## src/rtl/rgb_led_arbiter.sv

```systemverilog
// -----------------------------------------------------------------------------
// rgb_led_arbiter
//
// Shares one RGB LED between NREQ independent requesters and produces the three
// PWM drive signals for the iCE40 SB_RGBA_DRV hard LED driver.
//
// Arbitration is round-robin with a time-slice limit: an owner keeps the LED
// while it holds its request, but once it has held it for SLICE_CYCLES cycles
// and somebody else is waiting, ownership moves on to the next waiting
// requester. Colour and ownership changes only reach the PWM outputs on a
// PWM period boundary, so a running period is never cut short or stretched.
//
// Parameters
//   NREQ          number of requesters (2..8)
//   PWM_BITS      duty resolution per channel; period is 2**PWM_BITS cycles
//   SLICE_CYCLES  maximum hold time while others wait (>= 1)
//
// Ports
//   clk        system clock
//   rst        asynchronous, active-high reset
//   req        per-requester level request, held while the LED is wanted
//   color      per-requester colour, slice i = {red, green, blue}
//              at [(i+1)*3*PWM_BITS-1 : i*3*PWM_BITS]
//   grant      one-hot (or zero) current owner, registered
//   busy       high while any requester owns the LED, registered
//   pwm_red    PWM output, connect to RGB1PWM, registered
//   pwm_green  PWM output, connect to RGB0PWM, registered
//   pwm_blue   PWM output, connect to RGB2PWM, registered
// -----------------------------------------------------------------------------
module rgb_led_arbiter #(
   parameter int NREQ         = 4,
   parameter int PWM_BITS     = 8,
   parameter int SLICE_CYCLES = 1200000
) (
   input  logic                       clk,
   input  logic                       rst,
   input  logic [NREQ-1:0]            req,
   input  logic [NREQ*3*PWM_BITS-1:0] color,
   output logic [NREQ-1:0]            grant,
   output logic                       busy,
   output logic                       pwm_red,
   output logic                       pwm_green,
   output logic                       pwm_blue
);

   // Index and countdown widths. The countdown only ever holds values up to
   // SLICE_CYCLES-1, so clog2(SLICE_CYCLES) bits are enough (1 bit minimum).
   localparam int IW = (NREQ > 1) ? $clog2(NREQ) : 1;
   localparam int SW = (SLICE_CYCLES > 1) ? $clog2(SLICE_CYCLES) : 1;
   localparam int CW = 3 * PWM_BITS;

   localparam logic [SW-1:0]       SLICE_LOAD = SW'(SLICE_CYCLES - 1);
   localparam logic [PWM_BITS-1:0] CNT_LAST   = '1;
   localparam logic [IW-1:0]       LAST_IDX   = IW'(NREQ - 1);

   typedef enum logic {
      IDLE  = 1'b0,
      OWNED = 1'b1
   } state_t;

   // ------------------------------------------------------------------------
   // Registers
   // ------------------------------------------------------------------------
   state_t              state_reg, state_next;
   logic [IW-1:0]       owner_reg, owner_next;
   logic [IW-1:0]       ptr_reg, ptr_next;
   logic [SW-1:0]       slice_reg, slice_next;
   logic [NREQ-1:0]     grant_reg, grant_next;
   logic                busy_reg, busy_next;

   logic [PWM_BITS-1:0] cnt_reg;
   logic [PWM_BITS-1:0] duty_r_reg, duty_g_reg, duty_b_reg;
   logic                pwm_red_reg, pwm_green_reg, pwm_blue_reg;

   // ------------------------------------------------------------------------
   // Per-requester colour slices and owner decode
   // ------------------------------------------------------------------------
   logic [CW-1:0]   color_slice [NREQ];
   logic [NREQ-1:0] owner_onehot;

   for (genvar gi = 0; gi < NREQ; gi++) begin : g_req
      assign color_slice[gi]  = color[gi*CW +: CW];
      assign owner_onehot[gi] = (owner_reg == IW'(gi));
      // Grant follows the next-state owner so it is registered alongside it.
      assign grant_next[gi]   = (state_next == OWNED) && (owner_next == IW'(gi));
   end

   // ------------------------------------------------------------------------
   // Round-robin search: first set bit of r at or after start, wrapping
   // modulo NREQ. Returns {found, index}.
   // ------------------------------------------------------------------------
   function automatic logic [IW:0] rr_pick(input logic [NREQ-1:0] r,
                                           input logic [IW-1:0]   start);
      logic          found;
      logic [IW-1:0] idx;
      logic [IW-1:0] pos;
      found = 1'b0;
      idx   = '0;
      pos   = start;
      for (int k = 0; k < NREQ; k++) begin
         if (!found && r[pos]) begin
            found = 1'b1;
            idx   = pos;
         end
         pos = (pos == LAST_IDX) ? '0 : pos + 1'b1;
      end
      return {found, idx};
   endfunction

   logic [IW-1:0] owner_succ;
   logic [IW:0]   idle_pick;
   logic [IW:0]   preempt_pick;

   assign owner_succ   = (owner_reg == LAST_IDX) ? '0 : owner_reg + 1'b1;
   assign idle_pick    = rr_pick(req, ptr_reg);
   // The current owner is masked out so a preemption always hands over.
   assign preempt_pick = rr_pick(req & ~owner_onehot, owner_succ);

   // ------------------------------------------------------------------------
   // Arbiter FSM: state register
   // ------------------------------------------------------------------------
   always_ff @(posedge clk or posedge rst) begin
      if (rst) begin
         state_reg <= IDLE;
         owner_reg <= '0;
         ptr_reg   <= '0;
         slice_reg <= '0;
         grant_reg <= '0;
         busy_reg  <= 1'b0;
      end else begin
         state_reg <= state_next;
         owner_reg <= owner_next;
         ptr_reg   <= ptr_next;
         slice_reg <= slice_next;
         grant_reg <= grant_next;
         busy_reg  <= busy_next;
      end
   end

   // ------------------------------------------------------------------------
   // Arbiter FSM: next-state logic
   // ------------------------------------------------------------------------
   always_comb begin
      state_next = state_reg;
      owner_next = owner_reg;
      ptr_next   = ptr_reg;
      slice_next = slice_reg;

      unique case (state_reg)
         IDLE: begin
            if (idle_pick[IW]) begin
               owner_next = idle_pick[IW-1:0];
               slice_next = SLICE_LOAD;
               state_next = OWNED;
            end
         end
         OWNED: begin
            if (!req[owner_reg]) begin
               // Release has priority over slice expiry; the search for the
               // next owner restarts just past the releasing requester.
               state_next = IDLE;
               ptr_next   = owner_succ;
            end else if (slice_reg == '0) begin
               slice_next = SLICE_LOAD;
               if (preempt_pick[IW]) begin
                  owner_next = preempt_pick[IW-1:0];
               end
            end else begin
               slice_next = slice_reg - 1'b1;
            end
         end
         default: begin
            state_next = IDLE;
         end
      endcase

      busy_next = (state_next == OWNED);
   end

   // ------------------------------------------------------------------------
   // PWM counter, duty registers and registered compare
   // ------------------------------------------------------------------------
   always_ff @(posedge clk or posedge rst) begin
      if (rst) begin
         cnt_reg <= '0;
      end else begin
         cnt_reg <= cnt_reg + 1'b1;
      end
   end

   // Duties are latched only at the last count of a period, from the
   // registered owner/busy, so a period always runs with one fixed colour.
   always_ff @(posedge clk or posedge rst) begin
      if (rst) begin
         duty_r_reg <= '0;
         duty_g_reg <= '0;
         duty_b_reg <= '0;
      end else if (cnt_reg == CNT_LAST) begin
         if (busy_reg) begin
            duty_r_reg <= color_slice[owner_reg][CW-1 -: PWM_BITS];
            duty_g_reg <= color_slice[owner_reg][2*PWM_BITS-1 -: PWM_BITS];
            duty_b_reg <= color_slice[owner_reg][PWM_BITS-1 -: PWM_BITS];
         end else begin
            duty_r_reg <= '0;
            duty_g_reg <= '0;
            duty_b_reg <= '0;
         end
      end
   end

   // High for counts 0..duty-1; duty 0 is constantly low and full-on cannot
   // be reached, which is the intended range.
   always_ff @(posedge clk or posedge rst) begin
      if (rst) begin
         pwm_red_reg   <= 1'b0;
         pwm_green_reg <= 1'b0;
         pwm_blue_reg  <= 1'b0;
      end else begin
         pwm_red_reg   <= (cnt_reg < duty_r_reg);
         pwm_green_reg <= (cnt_reg < duty_g_reg);
         pwm_blue_reg  <= (cnt_reg < duty_b_reg);
      end
   end

   assign grant     = grant_reg;
   assign busy      = busy_reg;
   assign pwm_red   = pwm_red_reg;
   assign pwm_green = pwm_green_reg;
   assign pwm_blue  = pwm_blue_reg;

endmodule

```

## config.mk

```make
export PLATFORM = sky130hd
export DESIGN_NAME = rgb_led_arbiter
export DESIGN_NICKNAME = d
export VERILOG_FILES = /design/src/rtl/rgb_led_arbiter.sv
export SDC_FILE = /design/constraint.sdc
export NUM_CORES = 1
export LEC_CHECK = 0
export CORE_UTILIZATION = 45
export CTS_BUF_LIST = sky130_fd_sc_hd__clkbuf_4 sky130_fd_sc_hd__clkbuf_8
export CTS_CLUSTER_SIZE = 30
export DETAILED_ROUTE_END_ITERATION = 7
export GPL_TIMING_DRIVEN = 0
export PLACE_DENSITY = 0.73
export SYNTH_ARGS = -nofsm -noshare
export SYNTH_HDL_FRONTEND = slang
export SYNTH_SLANG_ARGS = --single-unit
```

## constraint.sdc

```tcl
create_clock -name clk -period 3.4 [get_ports clk]
set_input_delay 1.02 -clock clk [delete_from_list [all_inputs] [get_ports clk]]
set_output_delay 1.02 -clock clk [all_outputs]
set_load 0.05 [all_outputs]
```

After elaboration in Yosys (flattened, before gate mapping):

Cells that the tools add are included.

* register bits after elaboration: 65
* input port bits: 102
* output and inout bits: 8

* add/sub/neg operators: 9
* $lt $le $gt $ge: 13
* equal/unequal tests: 15
* multiplexer cells: 59
* bitwise logic cells: 5
* reduce and logical (&&, ||, !) cells: 21

Operators with widths (number)
* $mux 21: 3
* $bmux 24 s2: 1
* $mux 24: 2
* $pmux 21 s2: 1
* $mux 2: 19
* $lt 2x3->1 const B: 9
* $lt 8x8->1: 3
* $mux 8: 3
* $logic_not 21->1: 1
* $sub 21x1->21 const B: 1
* $eq 2x2->1 const B: 10
* $mux 1: 19
* $bmux 1 s2: 9
* $add 2x1->2 const B: 7
* $logic_and 1x1->1: 10
* $add 8x1->8 const B: 1
* $eq 8x8->1 const B: 1
* $logic_not 1->1: 6
* $and 4x4->4: 1
* $eq 2x1->1 const B: 2
* $logic_not 2->1: 2
* $not 4->4: 1
* $pmux 2 s2: 1
* $reduce_and 2->1: 2
* 6 further kinds: 7

Longest topological paths before layout:

Gate-level depths: netlist of the first run.

* depth after elaboration: 21
* mapped depth: 10
* depth with buffers taken out: 8

Least setup slack after synthesis of the first run:

Ideal clock, no wire load.

* kind: reg-to-reg
* from: reg owner_reg[0]
* to: reg grant_reg[0], in the netlist grant[0]
* library setup time: 121 ps
* data arrival time: 2650 ps
* required time: 3279 ps
* slack: 629 ps
* stages on the path, launching flop included: 11
* path buffers: 2
* period minus slack after synthesis: 2771 ps
* cell sequence: dfrtp_1 > buf_2 > buf_2 > inv_1 > ha_1 > and3b_1 > o21ai_0 > a21oi_1 > or3_1 > o211ai_1 > and4b_1

RTL lines
* start: declaration: RTL line 65 `logic [IW-1:0] owner_reg, owner_next;`
* start signal: assignment: RTL line 132 `owner_reg <= owner_next;`
* $add 2x1->2 or $eq 2x2->1 (tied branches): RTL line 114 `assign owner_succ = (owner_reg == LAST_IDX) ? '0 : owner_reg + 1'b1;`
* $mux 2 *: RTL line 114
* named net owner_succ[1]: RTL line 110 `logic [IW-1:0] owner_succ;`
* parallel branches: the longest is 12 deep, another holds $add 2x1->2
* $mux 2 *: RTL line 165 `if (preempt_pick[IW]) begin`
* $mux 2 *: RTL line 163 `end else if (slice_reg == '0) begin`
* $mux 2 *: RTL line 158 `if (!req[owner_reg]) begin`
* $pmux 2 s2 *: RTL line 149 `unique case (state_reg)`
* named net owner_next[1]: RTL line 65
* $logic_not 2->1 *: RTL line 85 `assign grant_next[gi] = (state_next == OWNED) && (owner_next == IW'(gi));`
* $logic_and 1x1->1 *: RTL line 85
* named net grant_next[0]: RTL line 68 `logic [NREQ-1:0] grant_reg, grant_next;`
* end signal: assignment: RTL line 135 `grant_reg <= grant_next;`
* end: declaration: RTL line 68

Mark *: on every way through the listed nets, which the timed path passes. The select of a mux whose other input is x is not followed.
A chain may end at the register's enable or synchronous reset.

Final worst setup path of the first run:

* from: in req[0]
* to: reg slice_reg[11]

* cells in the longest elaborated chain, start to end: 14

Ends and longest elaborated chain
* start: declaration: RTL line 37 `input logic [NREQ-1:0] req,`
* $bmux 1 s2: RTL line 101 `if (!found && r[pos]) begin`
* $mux 1 (implied by the code): RTL line 101
* $mux 1: RTL line 101
* $logic_not 1->1: RTL line 101
* $logic_and 1x1->1: RTL line 101
* $mux 1: RTL line 101
* $logic_not 1->1: RTL line 101
* $logic_and 1x1->1: RTL line 101
* $mux 1: RTL line 101
* $logic_not 1->1: RTL line 101
* $logic_and 1x1->1: RTL line 101
* $mux 1: RTL line 101
* $ne 2x2->1 (no source line)
* $reduce_and 2->1 (no source line) *
* end signal: assignment: RTL line 134 `slice_reg <= slice_next;`
* end: declaration: RTL line 67 `logic [SW-1:0] slice_reg, slice_next;`

Every way passes the cells marked *; elsewhere a longest branch is shown, timed or not. The select of a mux whose other input is x is not followed.

==> results of run 1 <==
## power by group through the flow
stage	Combinational, W	Sequential, W	Clock [W]
after floorplan	0.00112	0.000985	0
after global placement	0.00160	0.000935	0
after detailed placement	0.00164	0.000936	0
after CTS	0.00164	0.000922	0.000796
after global routing	0.00181	0.000935	0.000825
final	0.00165	0.000925	0.000785
## cells by family (layout without fill, tap and decap cells)
kind of cell / after synthesis / count (layout)
buf+inv: 55 / 181
mux: 30 / 30
compound gates: 99 / 99
simple gates: 159 / 159
xor+xnor: 13 / 13
fa+ha+maj: 29 / 29
flops: 65 / 65
## cell type report
type	count	area, sq um	share of cell area [%]
well taps	129	161	2.73
flip-flops and latches	65	1630	27.5
clock buffers	11	151	2.56
plain buffers	24	115	1.94
multi-input cells	330	2550	43.1
clock inverters	5	85.1	1.44
repair buffers	110	1110	18.8
inverters	31	116	1.96
## stage by stage
| stage | setup slack (ps) | area [sq um] |
|---|---|---|
| global route | 13.6 | 5920 |
| CTS | 123 | 5910 |
| finish | 202 | 5920 |
| global placement | -382 | 5650 |
| floorplan | 629 | 4400 |
| detailed placement | -233 | 5670 |
## repair_timing
item                                   CTS  global route
gates resized for setup                  1             7
endpoints found under the hold margin    0             0
setup endpoints to repair                1            11
## metal layers
metal / GRT usage (%) / part of all wire (%)
met3: 5.13 / 3.6
met2: 42.1 / 52
met4: 7.36 / 1.2
met5: 0 / 0
met1: 31.6 / 43
## how the worst min path moves through the flow
stage	from	endpoint	slack, ps	cells after the start
final	duty_r_reg[6]	duty_r_reg[6]	490	2
after global routing	duty_r_reg[6]	duty_r_reg[6]	510	2
after floorplan	duty_b_reg[1]	duty_b_reg[1]	450	2
after global placement	duty_r_reg[4]	duty_r_reg[4]	470	2
after detailed placement	duty_r_reg[6]	duty_r_reg[6]	470	2
after CTS	duty_r_reg[6]	duty_r_reg[6]	490	2
## critical path, cell delays in order
cell,delay [ps]
clkdlybuf4s50_1,480
clkbuf_1,330
mux2i_1,210
mux2i_2,320
a311o_1,290
nand2_1,100
buf_2,190
o41ai_1,350
nand3_1,110
## cells in the final DEF, fill, tap and decap left out, types with 4 or more instances in the layout
master,instances
nand2b_1,10
xnor2_1,7
a21o_1,9
a21oi_1,10
clkdlybuf4s50_1,109
ha_1,29
nor2b_1,6
nand3_1,13
o21bai_1,4
dfrtp_1,65
nor3_1,8
inv_1,30
buf_2,5
o31ai_1,5
o21ai_0,42
a31oi_1,4
clkbuf_1,13
or3_1,5
nor4_1,4
and3_1,5
mux4_2,25
nand4_1,6
nor2_1,18
clkbuf_8,11
a211oi_1,4
xor2_1,6
nand2_1,62
==> implementation parameters, run 1 <==
Parameter                              Value

Status
  Status ... completed

Global routing
  Via count of the first global-routing pass ... ~4000
  Initial antenna violation count ... 0
  All-Layer GR Usage ... 24.7%
  Overall overflow remaining after global route ... 0
  Largest net degree at the start of global routing ... 39
  Global-route wire length before repair ... 19.3 mm

Final layout
  Antenna diodes ... 0
  Area growth syn-to-layout ... 34.6%
  Fraction of final layout cells sized beyond drive strength 1 ... 11.8%
  Final standard cell utilization of the core ... 63.2%
  Number of flip-flops in the largest register ... 21
  Fin cells ... between 700 and 800
  Post-layout nets ... 702
  Filler cell count ... 810

Place
  Instance count after placement with tap cells included ... 689
  Last weighted congestion value of the routability-driven placer ... 0.883
  Total half-perimeter wirelength after legalization and detailed placement ... between 9 and 10 mm
  Port bufs ... around 110

Power and ir drop
  Pwr dens ... 567 nW/um^2
  Peak supply drop ... approximately 0.52 mV
  Share of power burned in combinational logic ... 49.1%
  Sw frac ... 38.7%
  Relative contribution of the clock network to total power ... a little under a quarter
  Switching component of the power ... 0.00130 W
  Share of power burned in registers ... 27.5%
  P_int ... 0.00206 W
  Static leakage power ... approximately 2.7 nW
  Overall power ... 0.00336 W

Logic synthesis
  Most instantiated library cell after synthesis ... dfrtp_1
  Post-synthesis adder-cell area fraction ... 8.25%
  Combinational family with the most area after synthesis ... simple AND/OR/NAND/NOR gates
  Number of enable flip-flop cells after synthesis ... 0
  Synth top cells by count ... dfrtp_1 (65), nand2_1 (62), o21ai_0 (42), inv_1 (31), ha_1 (29)
  Post-synthesis cell type with the largest combined area ... dfrtp_1
  Post-synth net total ... 581
  Share of flip-flops with an asynchronous set or reset ... 100%
  Number of distinct library cell variants in the gate-level netlist after synthesis ... 60
  Portion of synthesized cell area occupied by the leading cell type ... 37.0%
  Most used DFF post-synth ... dfrtp_1
  Fraction of the yosys area taken by sequential cells ... 37.0%
  Number of instances in the synthesized netlist ... 450
  Flip-flop and latch count after synthesis ... 65
  Mux cell area share after synthesis ... about 14%
  Dominant cells by area after synthesis ... dfrtp_1 (37%), mux4_2 (13%), ha_1 (8.2%)
  Xor and xnor fraction of the mapped netlist area ... 2.59%
  Mean cell area of the mapped netlist ... 9.78 sq um
  Post-Synthesis Cell Area ... 4400 sq um
  Warnings, synthesis ... 0
  Area share of and/or/nand/nor cells after synthesis ... 18.7%
  Share of the synthesized area in compound gates (AO/OA/AOI/OAI) ... between 10 and 15%

Route
  Count of nets left with antenna violations after detail routing ... 0
  WL final ... 12.0 mm
  DR vias/cell ... roughly 5.5
  Length of the first detailed-routing pass in iterations ... 4
  Violation count after the first detailed-routing iteration ... about 170
  Remaining routing DRC violations ... 0
  Drt wl/cell ... 17.0 um
  Vias post-DR ... approximately 3900

Clock network
  Buffer levels on the longest clock path ... 2
  Insertion delay to the later sink of the worst-skew pair ... between 300 and 400 ps
  Clock slew at reported path FFs ... ~70 ps
  Clock root cell ... clkbuf_8
  # Post-CTS Setup Buffers ... 0
  Sinks on the clock net ... 65
  Number of CTS-inserted buffers ... 9
  CTS Hold Buffers Added ... 0
  Number of H-tree levels ... 3
  TritonCTS clock tree ... yes

STA
  Slew at the pin with the worst max-slew slack ... around 630 ps
  Post-route clock period utilization ... 94.1%
  Worst-case clock skew ... 10.2 ps
  RSZ-0062 raised after global routing ... no
  Setup-violating endpoint count in the final report ... 0
  Achievable Freq ... 313 MHz
  Slew HR ... 58.2%
  Minimum period implied by the final worst setup slack ... 3200 ps
  Hold slack final ... 486 ps
  Final Hold Fails ... 0
  Accumulated negative setup slack ... 0 ps
  Max-slew violations ... 0

Job
  Number of maximum-capacitance violations ... 0

Worst setup path
  Start point of the critical path ... req[0]
  Worst Setup Start Kind ... primary input
  Highest fanout seen on the critical path ... 10
  Origin of the critical flop-to-flop path ... owner_reg[0]
  Signal arrival time at the worst endpoint ... 3410 ps
  Critical register-to-register path endpoint ... grant[0]
  Internal reg-to-reg setup slack ... roughly 300 ps
  Count of cells along the worst register-to-register path ... 10
  Worst Path Class, Setup ... primary input to flip-flop
  Data required time of the critical path ... 3610 ps
  CP Capture Point ... slice_reg[11]
  Nature of the critical path endpoint ... flip-flop

Floorplan
  Die footprint ... 10200 sq um
  Die extent in x ... 101 um
  Die outline height ... approximately 100 um
  I/O pin total ... 110
  FP Rows ... 35
  Core footprint ... 9370 sq um
  Starting density of the core ... 47.0%

Worst hold path
  Min-Delay Path Class ... flip-flop to flip-flop
No activity file was read; power rests on OpenSTA's default activity.
==> inputs of run 2 (changes only) <==
--- a/config.mk
+++ b/config.mk
@@ -11,6 +11,7 @@
 export DETAILED_ROUTE_END_ITERATION = 7
 export GPL_TIMING_DRIVEN = 0
 export PLACE_DENSITY = 0.73
+export SETUP_SLACK_MARGIN = 0.4
 export SYNTH_ARGS = -nofsm -noshare
 export SYNTH_HDL_FRONTEND = slang
 export SYNTH_SLANG_ARGS = --single-unit
==> run 2 against run 1 <==
  * Cell area grew 1.4%
  * Clock power is essentially flat
  * Cell count rose by 0.28%
  * Flip-flop and latch count did not move
  * Critical path depth stayed put
  * Critical path type unchanged
==> implementation parameters, run 2 (synthesis results as in run 1) <==
Parameter                              Value

Status
  Status ... completed (unchanged)

Place
  Total half-perimeter wirelength after legalization and detailed placement ... 9.33 mm (unchanged)
  Last weighted congestion value of the routability-driven placer ... 0.883 (unchanged)
  Worst setup timing slack at the placement stage ... -233 ps (unchanged)
  Port bufs ... 109 (unchanged)
  Instance count after placement with tap cells included ... 689 (unchanged)
  Instance area after placement ... 5670 sq um (unchanged)

Route
  WL final ... 12.1 mm (was 12.0 mm)
  Vias post-DR ... 3885 (was 3883)
  Violation count after the first detailed-routing iteration ... 169 (was 165)
  DR vias/cell ... 5.50 (was 5.51)
  Count of nets left with antenna violations after detail routing ... 0 (unchanged)
  Drt wl/cell ... 17.1 um (was 17.0 um)
  Remaining routing DRC violations ... 0 (unchanged)
  Length of the first detailed-routing pass in iterations ... 4 (unchanged)

Clock network
  Clock root cell ... clkbuf_8 (unchanged)
  TritonCTS clock tree ... yes (unchanged)
  Clock slew at reported path FFs ... 70 ps (about the same)
  Buffer levels on the longest clock path ... 2 (unchanged)
  Number of CTS-inserted buffers ... 9 (unchanged)
  Insertion delay to the later sink of the worst-skew pair ... 350 ps (about the same)
  Sinks on the clock net ... 65 (unchanged)
  Number of H-tree levels ... 3 (unchanged)

Final layout
  Antenna diodes ... 0 (unchanged)
  Commonest non-fill, non-tap cell in the layout ... clkdlybuf4s50_1 (unchanged)
  Fin cells ... 707 (was 705)
  Number of flip-flops in the largest register ... 21 (unchanged)
  Filler cell count ... 797 (was 810)
  Most frequent cells in the layout ... clkdlybuf4s50_1 (107), dfrtp_1 (64), nand2_1 (62) (was clkdlybuf4s50_1 (109), dfrtp_1 (65), nand2_1 (62))
  Final Instance Area ... 6010 sq um (was 5920 sq um)
  Area growth syn-to-layout ... 36.5% (was 34.6%)
  Post-layout nets ... 704 (was 702)
  Fraction of final layout cells sized beyond drive strength 1 ... 13.8% (was 11.8%)

Floorplan
  Die footprint ... 10200 sq um (unchanged)
  Die outline height ... 101 um (unchanged)
  Core footprint ... 9370 sq um (unchanged)
  FP Rows ... 35 (unchanged)
  Die extent in x ... 101 um (unchanged)
  Starting density of the core ... 47.0% (unchanged)
  I/O pin total ... 110 (unchanged)

Global routing
  Global-route wire length before repair ... 19.3 mm (about the same)
  Overall overflow remaining after global route ... 0 (unchanged)
  All-Layer GR Usage ... 24.7% (about the same)
  Largest net degree at the start of global routing ... 39 (unchanged)
  Initial antenna violation count ... 0 (unchanged)
  Via count of the first global-routing pass ... 3965 (unchanged)

Worst setup path
  Origin of the critical flop-to-flop path ... owner_reg[0] (unchanged)
  CP Capture Point ... slice_reg[16] (was slice_reg[11])
  Crit path depth ... 9 (unchanged)
  Critical register-to-register path endpoint ... grant[0] (unchanged)
  Worst Setup Start Kind ... primary input (unchanged)
  Slowest stage delay, CP ... 550 ps (was 480 ps)
  Data required time of the critical path ... 3670 ps (was 3610 ps)
  Cell type group with the largest total delay on the critical path ... buffers and inverters (unchanged)
  Start point of the critical path ... req[3] (was req[0])
  Ordered cell list for the critical path ... clkdlybuf4s50_1, nand2b_1, a211o_1, a311o_1, buf_4, and4_4, buf_6, and3_4, nor3_2 (was clkdlybuf4s50_1, clkbuf_1, mux2i_1, mux2i_2, a311o_1, nand2_1, buf_2, o41ai_1, nand3_1)
  Count of cells along the worst register-to-register path ... 11 (was 10)
  Nature of the critical path endpoint ... flip-flop (unchanged)
  Internal reg-to-reg setup slack ... 540 ps (was 300 ps)
  Highest fanout seen on the critical path ... 8 (was 10)
  Worst Path Class, Setup ... primary input to flip-flop (unchanged)
  Signal arrival time at the worst endpoint ... 3230 ps (was 3410 ps)
  Cell at the slowest stage of the critical path ... clkdlybuf4s50_1 (unchanged)
  Buffers and inverters on the worst path ... 3 (unchanged)

Power and ir drop
  P_int ... 0.00212 W (was 0.00206 W)
  Peak supply drop ... 0.514 mV (was 0.519 mV)
  Relative contribution of the clock network to total power ... 22.7% (was 23.4%)
  Overall power ... 0.00346 W (was 0.00336 W)
  Static leakage power ... 2.77 nW (was 2.73 nW)
  Share of power burned in registers ... 26.9% (was 27.5%)
  Sw frac ... 38.7% (about the same)
  Switching component of the power ... 0.00134 W (was 0.00130 W)
  Share of power burned in combinational logic ... 50.5% (was 49.1%)
  Pwr dens ... 575 nW/um^2 (was 567 nW/um^2)

STA
  Achievable Freq ... 338 MHz (was 313 MHz)
  Final Hold Fails ... 0 (unchanged)
  Slew HR ... 58.1% (was 58.2%)
  Minimum period implied by the final worst setup slack ... 2960 ps (was 3200 ps)
  RSZ-0062 raised after global routing ... no (unchanged)
  Worst-case clock skew ... 10.8 ps (was 10.2 ps)
  Max-slew violations ... 0 (unchanged)
  Slew at the pin with the worst max-slew slack ... 627 ps (was 626 ps)
  Worst setup margin ... 441 ps (was 202 ps)
  Setup-violating endpoint count in the final report ... 0 (unchanged)
  Post-route clock period utilization ... 87.0% (was 94.1%)

Job
  Number of maximum-capacitance violations ... 0 (unchanged)

Worst hold path
  Min-Delay Path Class ... flip-flop to flip-flop (unchanged)
run 2: cell count changes in the layout (fill, tap and decap cells not counted), moves of 2 or more:
| cell | before | now |
|---|---|---|
| clkdlybuf4s50_1 | 109 | 107 |
| clkbuf_1 | 13 | 11 |
| nor2b_2 | 0 | 2 |
| buf_4 | 0 | 4 |
| mux2i_4 | 0 | 2 |
| nor2b_1 | 6 | 3 |
run 2: area by class of cell:
class | instances | area, sq um | area share, %
plain buffers | 24 | 123 | 2.04
clock buffers | 11 | 151 | 2.52
clock inverters | 5 | 85.1 | 1.42
inverters | 31 | 116 | 1.94
multi-input cells | 330 | 2620 | 43.5
flip-flops and latches | 65 | 1630 | 27.1
well taps | 129 | 161 | 2.69
repair buffers | 112 | 1130 | 18.8
run 2: worst register-to-register path: cells and delay by family (launching register included):
kind            cells  cell delay [ps]
fa+ha+maj           1              350
simple gates        3              750
flops               1              460
compound gates      3              410
buf+inv             4              760
run 2: worst min-delay path by stage:
stage                             start       endpoint  slack, ps  depth (start not counted)
after CTS                 duty_r_reg[6]  duty_r_reg[6]        490                          2
final                     duty_r_reg[6]  duty_r_reg[6]        490                          2
after detailed placement  duty_r_reg[6]  duty_r_reg[6]        470                          2
after global placement    duty_r_reg[4]  duty_r_reg[4]        470                          2
after floorplan           duty_b_reg[1]  duty_b_reg[1]        450                          2
after global routing      duty_r_reg[6]  duty_r_reg[6]        510                          2
run 2: what timing repair did:
item | 4_1_cts | 5_1_grt
pin swaps | 1 | 3
hold buffers | 0 | 0
endpoints found under the setup margin | 22 | 21
buffers inserted | 0 | 2
resized for setup | 10 | 17
gates cloned | 0 | 0
run 2: power groups by stage:
stage               registers (W)  logic [W]  clock network [W]
floorplan                0.000985    0.00112                  0
global placement         0.000935    0.00160                  0
detailed placement       0.000936    0.00164                  0
CTS                      0.000923    0.00166           0.000796
global route             0.000940    0.00190           0.000825
finish                   0.000929    0.00174           0.000784
run 2: layer usage:
metal  track usage, %  share of wire [%]  up-vias  routed length [um]
li1                 -                  -     1887                   -
met1             31.7                 43     1897                5210
met2             42.1                 52       86                6290
met3             5.13                3.4       15                 406
met4             7.36                1.4        0                 168
met5                0                  0        -                   0
run 2: through the flow:
stage | utilization, % | hold slack [ps] | TNS (ps)
global placement | 60.3 | 467 | -25790
CTS | 63.3 | 488 | 0
detailed placement | 60.5 | 471 | -2500
floorplan | - | 450 | 0
global route | 64.1 | 510 | 0
finish | 64.1 | 486 | 0
